## src/rtl/xor_link_arbiter.sv

```systemverilog
// Round-robin arbiter sharing one XOR-keyed transmit line between two requesters.
// Frames are a plaintext header followed by FRAME_LEN payload bytes with a rolling per-byte key.
module xor_link_arbiter #(
    parameter int unsigned FRAME_LEN = 4,
    parameter logic [7:0]  KEY_STEP  = 8'h01
) (
    input  logic       clk_bar,
    input  logic       clr_bar,
    input  logic       req0_valid,
    input  logic [7:0] req0_data,
    output logic       req0_ready,
    input  logic       req1_valid,
    input  logic [7:0] req1_data,
    output logic       req1_ready,
    input  logic       cfg_we,
    input  logic       cfg_sel,
    input  logic [7:0] cfg_key,
    output logic [7:0] tx_data,
    output logic [7:0] tx_key,
    output logic       tx_valid,
    output logic       tx_src,
    output logic       frame_start,
    output logic       busy
);

    localparam int unsigned IDX_W = 4;
    localparam logic [IDX_W-1:0] LAST_IDX = IDX_W'(FRAME_LEN - 1);

    typedef enum logic [1:0] {
        IDLE    = 2'd0,
        HEADER  = 2'd1,
        PAYLOAD = 2'd2,
        GAP     = 2'd3
    } state_t;

    state_t           state_q, state_d;
    logic             busy_q, busy_d;
    logic             last_grant_q, last_grant_d;
    logic             tx_src_q, tx_src_d;
    logic [7:0]       frame_key_q, frame_key_d;
    logic [7:0]       base_key0_q, base_key0_d;
    logic [7:0]       base_key1_q, base_key1_d;
    logic [IDX_W-1:0] idx_q, idx_d;
    logic [7:0]       tx_data_q, tx_data_d;
    logic [7:0]       tx_key_q, tx_key_d;
    logic             tx_valid_q, tx_valid_d;
    logic             frame_start_q, frame_start_d;

    logic             grant;
    logic             sel_valid;
    logic [7:0]       sel_data;

    // State and output registers
    always_ff @(posedge clk_bar or posedge clr_bar) begin
        if (clr_bar) begin
            state_q       <= IDLE;
            busy_q        <= 1'b0;
            last_grant_q  <= 1'b1;
            tx_src_q      <= 1'b0;
            frame_key_q   <= 8'h00;
            base_key0_q   <= 8'h00;
            base_key1_q   <= 8'h00;
            idx_q         <= '0;
            tx_data_q     <= 8'h00;
            tx_key_q      <= 8'h00;
            tx_valid_q    <= 1'b0;
            frame_start_q <= 1'b0;
        end else begin
            state_q       <= state_d;
            busy_q        <= busy_d;
            last_grant_q  <= last_grant_d;
            tx_src_q      <= tx_src_d;
            frame_key_q   <= frame_key_d;
            base_key0_q   <= base_key0_d;
            base_key1_q   <= base_key1_d;
            idx_q         <= idx_d;
            tx_data_q     <= tx_data_d;
            tx_key_q      <= tx_key_d;
            tx_valid_q    <= tx_valid_d;
            frame_start_q <= frame_start_d;
        end
    end

    // Next-state, arbitration and datapath
    always_comb begin
        state_d       = state_q;
        last_grant_d  = last_grant_q;
        tx_src_d      = tx_src_q;
        frame_key_d   = frame_key_q;
        base_key0_d   = base_key0_q;
        base_key1_d   = base_key1_q;
        idx_d         = idx_q;
        tx_data_d     = tx_data_q;
        tx_key_d      = tx_key_q;
        tx_valid_d    = 1'b0;
        frame_start_d = 1'b0;
        req0_ready    = 1'b0;
        req1_ready    = 1'b0;
        grant         = 1'b0;
        sel_valid     = tx_src_q ? req1_valid : req0_valid;
        sel_data      = tx_src_q ? req1_data : req0_data;

        if (cfg_we) begin
            if (cfg_sel) base_key1_d = cfg_key;
            else         base_key0_d = cfg_key;
        end

        case (state_q)
            IDLE: begin
                if (req0_valid || req1_valid) begin
                    grant         = (req0_valid && req1_valid) ? ~last_grant_q : req1_valid;
                    state_d       = HEADER;
                    tx_src_d      = grant;
                    last_grant_d  = grant;
                    // Old base key is latched even if cfg_we hits the same edge
                    frame_key_d   = grant ? base_key1_q : base_key0_q;
                    tx_valid_d    = 1'b1;
                    tx_data_d     = {4'hA, 3'b000, grant};
                    tx_key_d      = 8'h00;
                    frame_start_d = 1'b1;
                end
            end
            HEADER: begin
                state_d = PAYLOAD;
                idx_d   = '0;
            end
            PAYLOAD: begin
                req0_ready = ~tx_src_q;
                req1_ready = tx_src_q;
                if (sel_valid) begin
                    tx_data_d  = sel_data;
                    tx_key_d   = frame_key_q + 8'(idx_q) * KEY_STEP;
                    tx_valid_d = 1'b1;
                    idx_d      = idx_q + IDX_W'(1);
                    if (idx_q == LAST_IDX) state_d = GAP;
                end
            end
            GAP: begin
                state_d = IDLE;
            end
            default: begin
                state_d = IDLE;
            end
        endcase

        busy_d = (state_d != IDLE);
    end

    assign tx_data     = tx_data_q;
    assign tx_key      = tx_key_q;
    assign tx_valid    = tx_valid_q;
    assign tx_src      = tx_src_q;
    assign frame_start = frame_start_q;
    assign busy        = busy_q;

endmodule

```

## config.mk

```make
export PLATFORM = sky130hd
export DESIGN_NAME = xor_link_arbiter
export DESIGN_NICKNAME = d
export VERILOG_FILES = /design/src/rtl/xor_link_arbiter.sv
export SDC_FILE = /design/constraint.sdc
export NUM_CORES = 1
export LEC_CHECK = 0
export ABC_AREA = 1
export BUFFER_PORTS_ARGS = -buffer_cell sky130_fd_sc_hd__buf_2
export CELL_PAD_IN_SITES_DETAIL_PLACEMENT = 2
export CELL_PAD_IN_SITES_GLOBAL_PLACEMENT = 2
export CORE_MARGIN = 2
export CORE_UTILIZATION = 35
export CTS_BUF_LIST = sky130_fd_sc_hd__clkbuf_16
export DETAILED_ROUTE_END_ITERATION = 8
export PLACE_DENSITY = 0.87
export SLEW_MARGIN = 20
export SYNTH_ARGS = -nofsm -noshare
export SYNTH_HDL_FRONTEND = slang
export SYNTH_SLANG_ARGS = --single-unit
export TNS_END_PERCENT = 10
```

## constraint.sdc

```tcl
create_clock -name clk_bar -period 4 [get_ports clk_bar]
set_input_delay 0 -clock clk_bar [delete_from_list [all_inputs] [get_ports clk_bar]]
set_output_delay 0 -clock clk_bar [all_outputs]
set_load 0.01 [all_outputs]
```

# Word-level counts from Yosys, hierarchy flattened
# Cells that the tools add are included.
[op_classes]
add_sub_neg = 2
n_eq_ne = 6
muxes = 22
bitwise = 3
n_reduce_logical = 11
[op_table]
columns = ["cell", "n"]
rows = [
  ["8-bit 2-to-1 mux", 6],
  ["8-bit case mux with 2 select lines", 2],
  ["8-bit by 4-bit adder with 8-bit output", 1],
  ["2-bit case mux with 4 select lines", 1],
  ["4-bit case mux with 2 select lines", 1],
  ["2-bit AND reduction", 4],
  ["1-bit 2-to-1 mux", 7],
  ["2-bit 2-to-1 mux", 3],
  ["2-bit nonzero test", 3],
  ["4-bit by 1-bit adder with 4-bit output, second input constant", 1],
  ["2-bit == test, second input constant", 2],
  ["4-bit by 2-bit == test with 1-bit output, second input constant", 1],
  ["4-bit 2-to-1 mux", 1],
  ["2-bit inequality test, second input constant", 2],
  ["1-bit inverter", 3],
  ["3-bit AND reduction", 1],
  ["2-bit by 1-bit == test with 1-bit output, second input constant", 1],
  ["2-bit zero test", 1],
  ["1-bit case mux with 2 select lines", 1],
  ["1-bit logical AND", 1],
  ["1-bit logical OR", 1],
]
[totals]
register_bits = 51
inputBits = 30
output_inout_bits = 22
word_cells = 56

# Logic depth before layout (Yosys ltp)
# Gate-level depths: netlist of run 1.
[logic_depth]
depth_word = 5
depth_mapped = 10
mapped_depth_nobuf = 9

# Worst setup path before layout of run 1
# OpenSTA, ideal clock, no wires.
[synth_path]
path_type = "reg-to-reg"
start = "register state_q[0]"
end = "register tx_data_q[3], in the netlist tx_data[3]"
setup_time_ns = 0.123
t_arrival_ns = 1.365
required_ns = 3.877
path_slack_ns = 2.512
stages_incl_launch_ff = 11
path_buffers = 1
synth_period_minus_slack_ns = 1.488
cell_sequence = "dfrtp_1 > inv_1 > ha_1 > inv_1 > nor2_4 > inv_2 > o21ai_2 > inv_4 > buf_12 > nand2_2 > o21ai_2"
[synth_between]
elab_chain_len = 3
word_cells_on_any_way = 7
cone_classes = "3 x eq/ne; 1 x mux; 3 x reduce/logical"
[synth_lines]
columns = ["item", "line", "text"]
rows = [
  ["from (decl)", "36", "state_t state_q, state_d;"],
  ["from (signal assigned)", "69", "state_q <= state_d;"],
  ["2-bit == test / 2-bit zero test (equally long branches)", "108", "case (state_q)"],
  ["2-bit inequality test (no line) / 2-bit nonzero test (equally long branches)", "--", ""],
  ["3-bit AND reduction (no line)", "--", ""],
  ["to (signal assigned)", "77", "tx_data_q <= tx_data_d;"],
  ["to (decl)", "44", "logic [7:0] tx_data_q, tx_data_d;"],
]
# Parallel ways exist; a longest one is shown, timed or not.
# A chain may end at the register's enable or synchronous reset.

# Final worst setup path of run 1
[layout_path]
start = "register state_q[0]"
end = "register tx_key_q[4], in the netlist tx_key[4]"
[layout_between]
elab_chain_len = 3
word_cells_on_any_way = 7
cone_classes = "3 x eq/ne; 1 x mux; 3 x reduce/logical"
[layout_lines]
columns = ["item", "line", "text"]
rows = [
  ["2-bit == test / 2-bit zero test (equally long branches)", "108", ""],
  ["2-bit inequality test (no line) / 2-bit nonzero test (equally long branches)", "--", ""],
  ["3-bit AND reduction (no line)", "--", ""],
  ["to (signal assigned)", "78", "tx_key_q <= tx_key_d;"],
  ["to (decl)", "45", "logic [7:0] tx_key_q, tx_key_d;"],
]
# Parallel ways exist; a longest one is shown, timed or not.

==> results.txt, run 1 <==
Hold path depth: 3
RR Endpoint: tx_key[4]
Critical path arrival: 2070 ps
Place WS: 2090 ps
Root Buffer: clkbuf_16
GR peak layer: met2
Clock Latency Late Sink: 290 ps
Post-synth EDFFs: 0
Top-count cell post-synth: nand2_1
First-pass GRT wire length: 11600 µm
Die Y: 88.4 µm
DR vias: 2111
Number of antenna violations at the first check in global routing: 0
Cell variety after synth: 27
Main synth FF type: dfrtp_1
Largest stage delay, worst path: 400 ps
Post_cts resized: 0
FF-to-FF path depth: 9
Total global-route track usage: 0.193
Seq pwr share: 0.375
Clock Path Buffers: 2
First-pass iteration count of the detailed router: 4
Logic pwr share: 0.437
DP HPWL: 5110 µm
Crit-path max FO: 24
Post-synthesis cell area: 2490 µm²
Postcts setup bufs: 0
CP Capture Type: flip-flop
RSZ-0062 raised after global routing: false
Setup CP Type: reg2reg
I/O pin total: 52
FP Rows: 30
Layout cell share with drive strength beyond 1: 0.277
Drt first-iter violations: 54
Period minus WS final: 1910 ps
Lkg Pwr: 1.59 nW
Drt total wl: 6980 µm
Most instantiated cells after synthesis: nand2_1 (67), dfrtp_1 (50), o21ai_0 (32)
Slowest CP cell: dfrtp_1
Min-delay src: req0_data[7]
Fmax: 524 MHz
P&R area growth vs syn: 22.4%
Most frequent CP cell: inv_1
R2r setup slk: 2090 ps
Ys async rst share: 1.00
P per Cell Area: 735 nW/µm²
Routability cong.: 0.731
GR Util met1: 0.227
DR vias/cell: 4.85
DRC violation count after routing: 0
Worst-margin pin slew: 886 ps
Sw Share: 0.429
Slew headroom: 0.409
DIE AREA: 7820 µm²
TritonCTS clock tree: yes
H-tree levels: 2
Synth area leaders: dfrtp_1 (50%), nand2_1 (10%), o21ai_0 (6.4%)
VDD IR max: 0.252 mV
Cell Int Power: 0.00128 W
Clk network pwr share: 0.188
CP delay by family, top: buffers and inverters
Synth top area share: 0.502
Die W: 88.4 µm
Gr ovfl total: 0
Setup violators final: 0
Worst Path Required: 4160 ps
Port bufs: 51
Syn avg cell area: 9.00 µm²
Met3 Resource Use GR: 0.0382
Clk slew on worst S/H paths: 70 ps
Fin. Hold Viols: 0
Register area share after synthesis: 0.512
Starting Density: 0.365
Sw Pwr: 0.000961 W
Destination of the worst hold path: tx_data[7]
Max-cap viol count: 0
Setup ws final: 2090 ps
CTS buffer count: 5
Worst Hold Class: in2reg
Critical path buffer and inverter count: 4
Setup TNS: 0 ps
Worst-path cell chain: inv_1 -> ha_1 -> inv_1 -> nor2_4 -> inv_2 -> o21ai_2 -> inv_4 -> nand2_1 -> o21ai_0
Worst flop-to-flop path startpoint: state_q[0]
Slew Viols, Final: 0
Diode count: 0
Number of global-route vias before repair: 2361
Final setup skew: 7.78 ps
Clock sink count: 51
Syn Inst Count: 277
Nets: 378
WL/cell: 16.0 µm
Status: finished, final reports clean
Final Cycle Share: 0.477
Met2 Use GR: 0.346
Syn_nets: 317
Setup crit start kind: flip-flop
Core Box Area: 6830 µm²
Largest net degree at the start of global routing: 52
Final ANT Viol Nets: 0
Yosys top cell by area: dfrtp_1
Flip-flop and latch count after synthesis: 51
YS warnings: 0
[kinds of logic (layout without fill, tap and decap cells)]
logic type | Yosys count | after routing | share of synthesized area
simple gates | 116 | 116 | 0.209
compound gates | 58 | 58 | 0.140
flops | 51 | 51 | 0.512
buf+inv | 39 | 101 | 0.0743
fa+ha+maj | 10 | 10 | 0.0532
xor+xnor | 3 | 3 | 0.0105
[worst max-delay path by stage]
stage / end / from / cells after the start
floorplan: tx_data[3] / state_q[0] / 10
global placement: tx_data[0] / state_q[0] / 9
detailed placement: tx_key[4] / state_q[0] / 9
CTS: tx_key[4] / state_q[0] / 9
global route: tx_data[0] / state_q[0] / 9
finish: tx_key[4] / state_q[0] / 9
[state kept, by name, indices dropped and copies added, names as in the netlist]
| name | count |
|---|---|
| tx_src | 1 |
| base_key1_q | 8 |
| last_grant_q | 1 |
| idx_q | 4 |
| state_q | 2 |
| base_key0_q | 8 |
| frame_start | 1 |
| tx_key | 8 |
| tx_valid | 1 |
| busy | 1 |
| frame_key_q | 8 |
| tx_data | 8 |
[power groups by stage]
stage	clock, W	combinational [W]	sequential, W
finish	0.000422	0.000980	0.000840
global route	0.000446	0.00111	0.000866
CTS	0.000433	0.00100	0.000844
detailed placement	0	0.000966	0.000847
global placement	0	0.000889	0.000835
floorplan	0	0.000692	0.000847
[cell usage in the layout, fill, tap and decap left out, types with 2 or more instances in the layout]
cell / netlist / routed
xor2_1: 2 / 2
nand3_1: 18 / 18
clkinv_4: 0 / 2
nand2_2: 12 / 12
o22ai_1: 5 / 5
o21ai_2: 11 / 11
buf_2: 3 / 51
clkbuf_16: 0 / 5
a21oi_1: 5 / 5
o21ai_0: 32 / 32
nand2_1: 67 / 67
nor2_1: 13 / 13
inv_2: 4 / 4
dfrtp_1: 50 / 50
dlygate4sd3_1: 0 / 9
a22oi_1: 5 / 5
ha_1: 9 / 9
inv_1: 27 / 27
[per-stage QoR]
step / instance area, µm² / hold WS (ps) / power, W / util / instances
detailed placement: 2810 / 286 / 0.00181 / 0.412 / 418
global placement: 2810 / 269 / 0.00172 / 0.412 / 418
floorplan: 2490 / 161 / 0.00154 / - / 277
global route: 3050 / 49.0 / 0.00243 / 0.447 / 435
CTS: 3040 / 25.1 / 0.00228 / 0.445 / 434
finish: 3050 / 33.8 / 0.00224 / 0.447 / 435
[worst reg2reg max path: stages, from the launching register on]
cell     delay [ps]
dfrtp_1         400
inv_1           130
ha_1            210
inv_1            90
nor2_4          260
inv_2           140
o21ai_2         190
inv_4           170
nand2_1         110
o21ai_0          90
[final cells by class]
type	instances	area [µm²]
clock buffers	5	125
clock inverters	3	21.3
fillers	787	3780
inverters	32	124
multi-input cells	187	1030
flip-flops and latches	51	1280
well taps	96	120
repair buffers	61	353
[repair_timing]
action | in CTS | in global routing
endpoints found under the setup margin | 0 | 0
hold buffers | 8 | 1
endpoints found under the hold margin | 13 | 50
[per-layer routing]
metal,part of all wire,wire length (µm)
met5,0,0
met1,0.42,2930
met4,0.023,160
met3,0.039,272
met2,0.52,3620
No activity file was read; power rests on OpenSTA's default activity.
==> run 2: changes to the inputs <==
- CORE_UTILIZATION: 35 -> 29
- PLACE_DENSITY: 0.87 -> 0.77
- clock period: 4 -> 1.5 ns (I/O delays scaled with it)
==> results.txt, run 2 (synthesis gave the netlist of run 1 again) <==
Largest stage delay, worst path: 390 ps (was 400 ps)
I/O pin total: 52 (unchanged)
Failing checks: setup timing
Drt total wl: 7730 µm (was 6980 µm)
P&R area growth vs syn: 36.3% (was 22.4%)
Worst-path cell chain: inv_2 -> ha_4 -> inv_2 -> nor2_4 -> inv_2 -> o21ai_4 -> buf_12 -> inv_8 -> nand2_2 -> o21ai_2 (was inv_1 -> ha_1 -> inv_1 -> nor2_4 -> inv_2 -> o21ai_2 -> inv_4 -> nand2_1 -> o21ai_0)
Setup ws final: -10.4 ps (was 2090 ps)
Final ANT Viol Nets: 0 (unchanged)
Number of antenna violations at the first check in global routing: 0 (unchanged)
Fmax: 662 MHz (was 524 MHz)
DR vias/cell: 4.75 (was 4.85)
Sw Share: 0.427 (was 0.429)
Most frequent CP cell: inv_2 (was inv_1)
Port bufs: 51 (unchanged)
Most frequent cells in the layout: nand2_1 (61), buf_2 (51), dfrtp_1 (49) (was nand2_1 (67), buf_2 (51), dfrtp_1 (50))
Critical path arrival: 1690 ps (was 2070 ps)
Layout cell share with drive strength beyond 1: 0.387 (was 0.277)
Tot Pwr: 0.00698 W (was 0.00224 W)
Slew headroom: 0.672 (was 0.409)
Die W: 96.7 µm (was 88.4 µm)
Clock sink count: 51 (unchanged)
Slowest CP cell: dfrtp_1 (unchanged)
CP Capture Type: flip-flop (unchanged)
Die Y: 96.7 µm (was 88.4 µm)
Starting Density: 0.302 (was 0.365)
First-pass iteration count of the detailed router: 4 (unchanged)
Final Cycle Share: 1.01 (was 0.477)
RSZ-0062 raised after global routing: true (was false)
TritonCTS clock tree: yes (unchanged)
Total global-route track usage: 0.161 (was 0.193)
Number of global-route vias before repair: 2426 (was 2361)
WL/cell: 16.5 µm (was 16.0 µm)
Crit-path max FO: 6 (was 24)
Core Box Area: 8260 µm² (was 6830 µm²)
Place WS: -78.2 ps (was 2090 ps)
CTS buffer count: 5 (unchanged)
Gr ovfl total: 0 (unchanged)
Post-DP Area: 2940 µm² (was 2810 µm²)
Clock Latency Late Sink: 290 ps (about the same)
P per Cell Area: 2050 nW/µm² (was 735 nW/µm²)
Drt first-iter violations: 79 (was 54)
Max-cap viol count: 0 (unchanged)
Setup violators final: 4 (was 0)
Setup CP Type: reg2reg (unchanged)
Seq pwr share: 0.326 (was 0.375)
Period minus WS final: 1510 ps (was 1910 ps)
Slew Viols, Final: 0 (unchanged)
FP Rows: 33 (was 30)
DIE AREA: 9360 µm² (was 7820 µm²)
Worst-margin pin slew: 492 ps (was 886 ps)
DP HPWL: 4970 µm (was 5110 µm)
Clk slew on worst S/H paths: 70 ps (about the same)
Worst Path Required: 1680 ps (was 4160 ps)
Root Buffer: clkbuf_16 (unchanged)
Status: complete, but fails checks (was finished, final reports clean)
First-pass GRT wire length: 12500 µm (was 11600 µm)
VDD IR max: 0.529 mV (was 0.252 mV)
Worst Hold Class: in2reg (unchanged)
H-tree levels: 2 (unchanged)
Logic pwr share: 0.511 (was 0.437)
Lkg Pwr: 1.74 nW (was 1.59 nW)
Largest net degree at the start of global routing: 22 (was 52)
Routability cong.: 0.777 (was 0.731)
Multi-input logic area: 1130 µm² (was 1030 µm²)
Fillers: 927 (was 787)
Cell Int Power: 0.00400 W (was 0.00128 W)
DR vias: 2229 (was 2111)
Diode count: 0 (unchanged)
Setup crit start kind: flip-flop (unchanged)
FF/Latch Area: 1280 µm² (about the same)
Final setup skew: 3.30 ps (was 7.78 ps)
Clk network pwr share: 0.163 (was 0.188)
Nets: 403 (was 378)
Sw Pwr: 0.00298 W (was 0.000961 W)
Fin. Hold Viols: 0 (unchanged)
Post-route design area: 3400 µm² (was 3050 µm²)
Commonest non-fill, non-tap cell in the layout: nand2_1 (unchanged)
DRC violation count after routing: 0 (unchanged)
Clock Path Buffers: 2 (unchanged)
[run 2: final cells by class]
cell class / count / area share
well taps: 105 / 0.0386
multi-input cells: 187 / 0.334
inverters: 32 / 0.0383
repair buffers: 84 / 0.164
clock inverters: 3 / 0.00552
repair inverters: 2 / 0.00662
clock buffers: 5 / 0.0368
flip-flops and latches: 51 / 0.376
[run 2: critical path: cells and delay by family (launching register included)]
kind,cells,cell delay (ps)
adder cells (fa/ha/maj),1,150
flip-flops,1,390
AND/OR/NAND/NOR,2,170
buffers and inverters,5,440
AO/OA/AOI/OAI,2,240
[run 2: layer usage]
layer | vias up | global-route usage | wire length, µm
met3 | 9 | 0.0296 | 224
met2 | 46 | 0.286 | 4120
met5 | - | 0 | 0
met1 | 1105 | 0.203 | 3280
li1 | 1069 | - | -
met4 | 0 | 0.0423 | 112
[run 2: path summary, 6_finish.rpt]
| kind | from | slack [ps] | cells after the start | endpoint |
|---|---|---|---|---|
| min in group asynchronous | clr_bar | 270 | 3 | tx_key[3] |
| setup reg to reg | state_q[0] | -10 | 10 | tx_data[7] |
| hold reg to reg | tx_key[6] | 480 | 2 | tx_key[6] |
| setup / recovery | state_q[0] | -10 | 10 | tx_data[7] |
| max in group asynchronous | clr_bar | 660 | 4 | base_key0_q[3] |
| hold / removal | req0_data[1] | 20 | 3 | tx_data[1] |
[run 2: power by group through the flow]
stage / logic (W) / registers, W / clock network, W
floorplan: 0.00184 / 0.00226 / 0
global placement: 0.00264 / 0.00219 / 0
detailed placement: 0.00275 / 0.00223 / 0
CTS: 0.00314 / 0.00221 / 0.00117
global route: 0.00398 / 0.00234 / 0.00123
finish: 0.00357 / 0.00227 / 0.00114
[run 2: timing repair]
item,in CTS,in global routing
endpoints found under the setup margin,23,27
pin swaps,4,5
hold buffers,9,0
resized for setup,13,26
endpoints found under the hold margin,34,0
buffers inserted,3,7
cloned,2,0
[run 2: through the flow]
stage	hold WS, ps	cells	TNS, ps	utilization
after floorplan	161	277	0	-
after global placement	56.9	440	-0.307	0.355
after detailed placement	59.0	440	-625	0.355
after CTS	15.9	462	-30.9	0.394
after global routing	28.9	469	-1160	0.412
final	15.3	469	-24.0	0.412
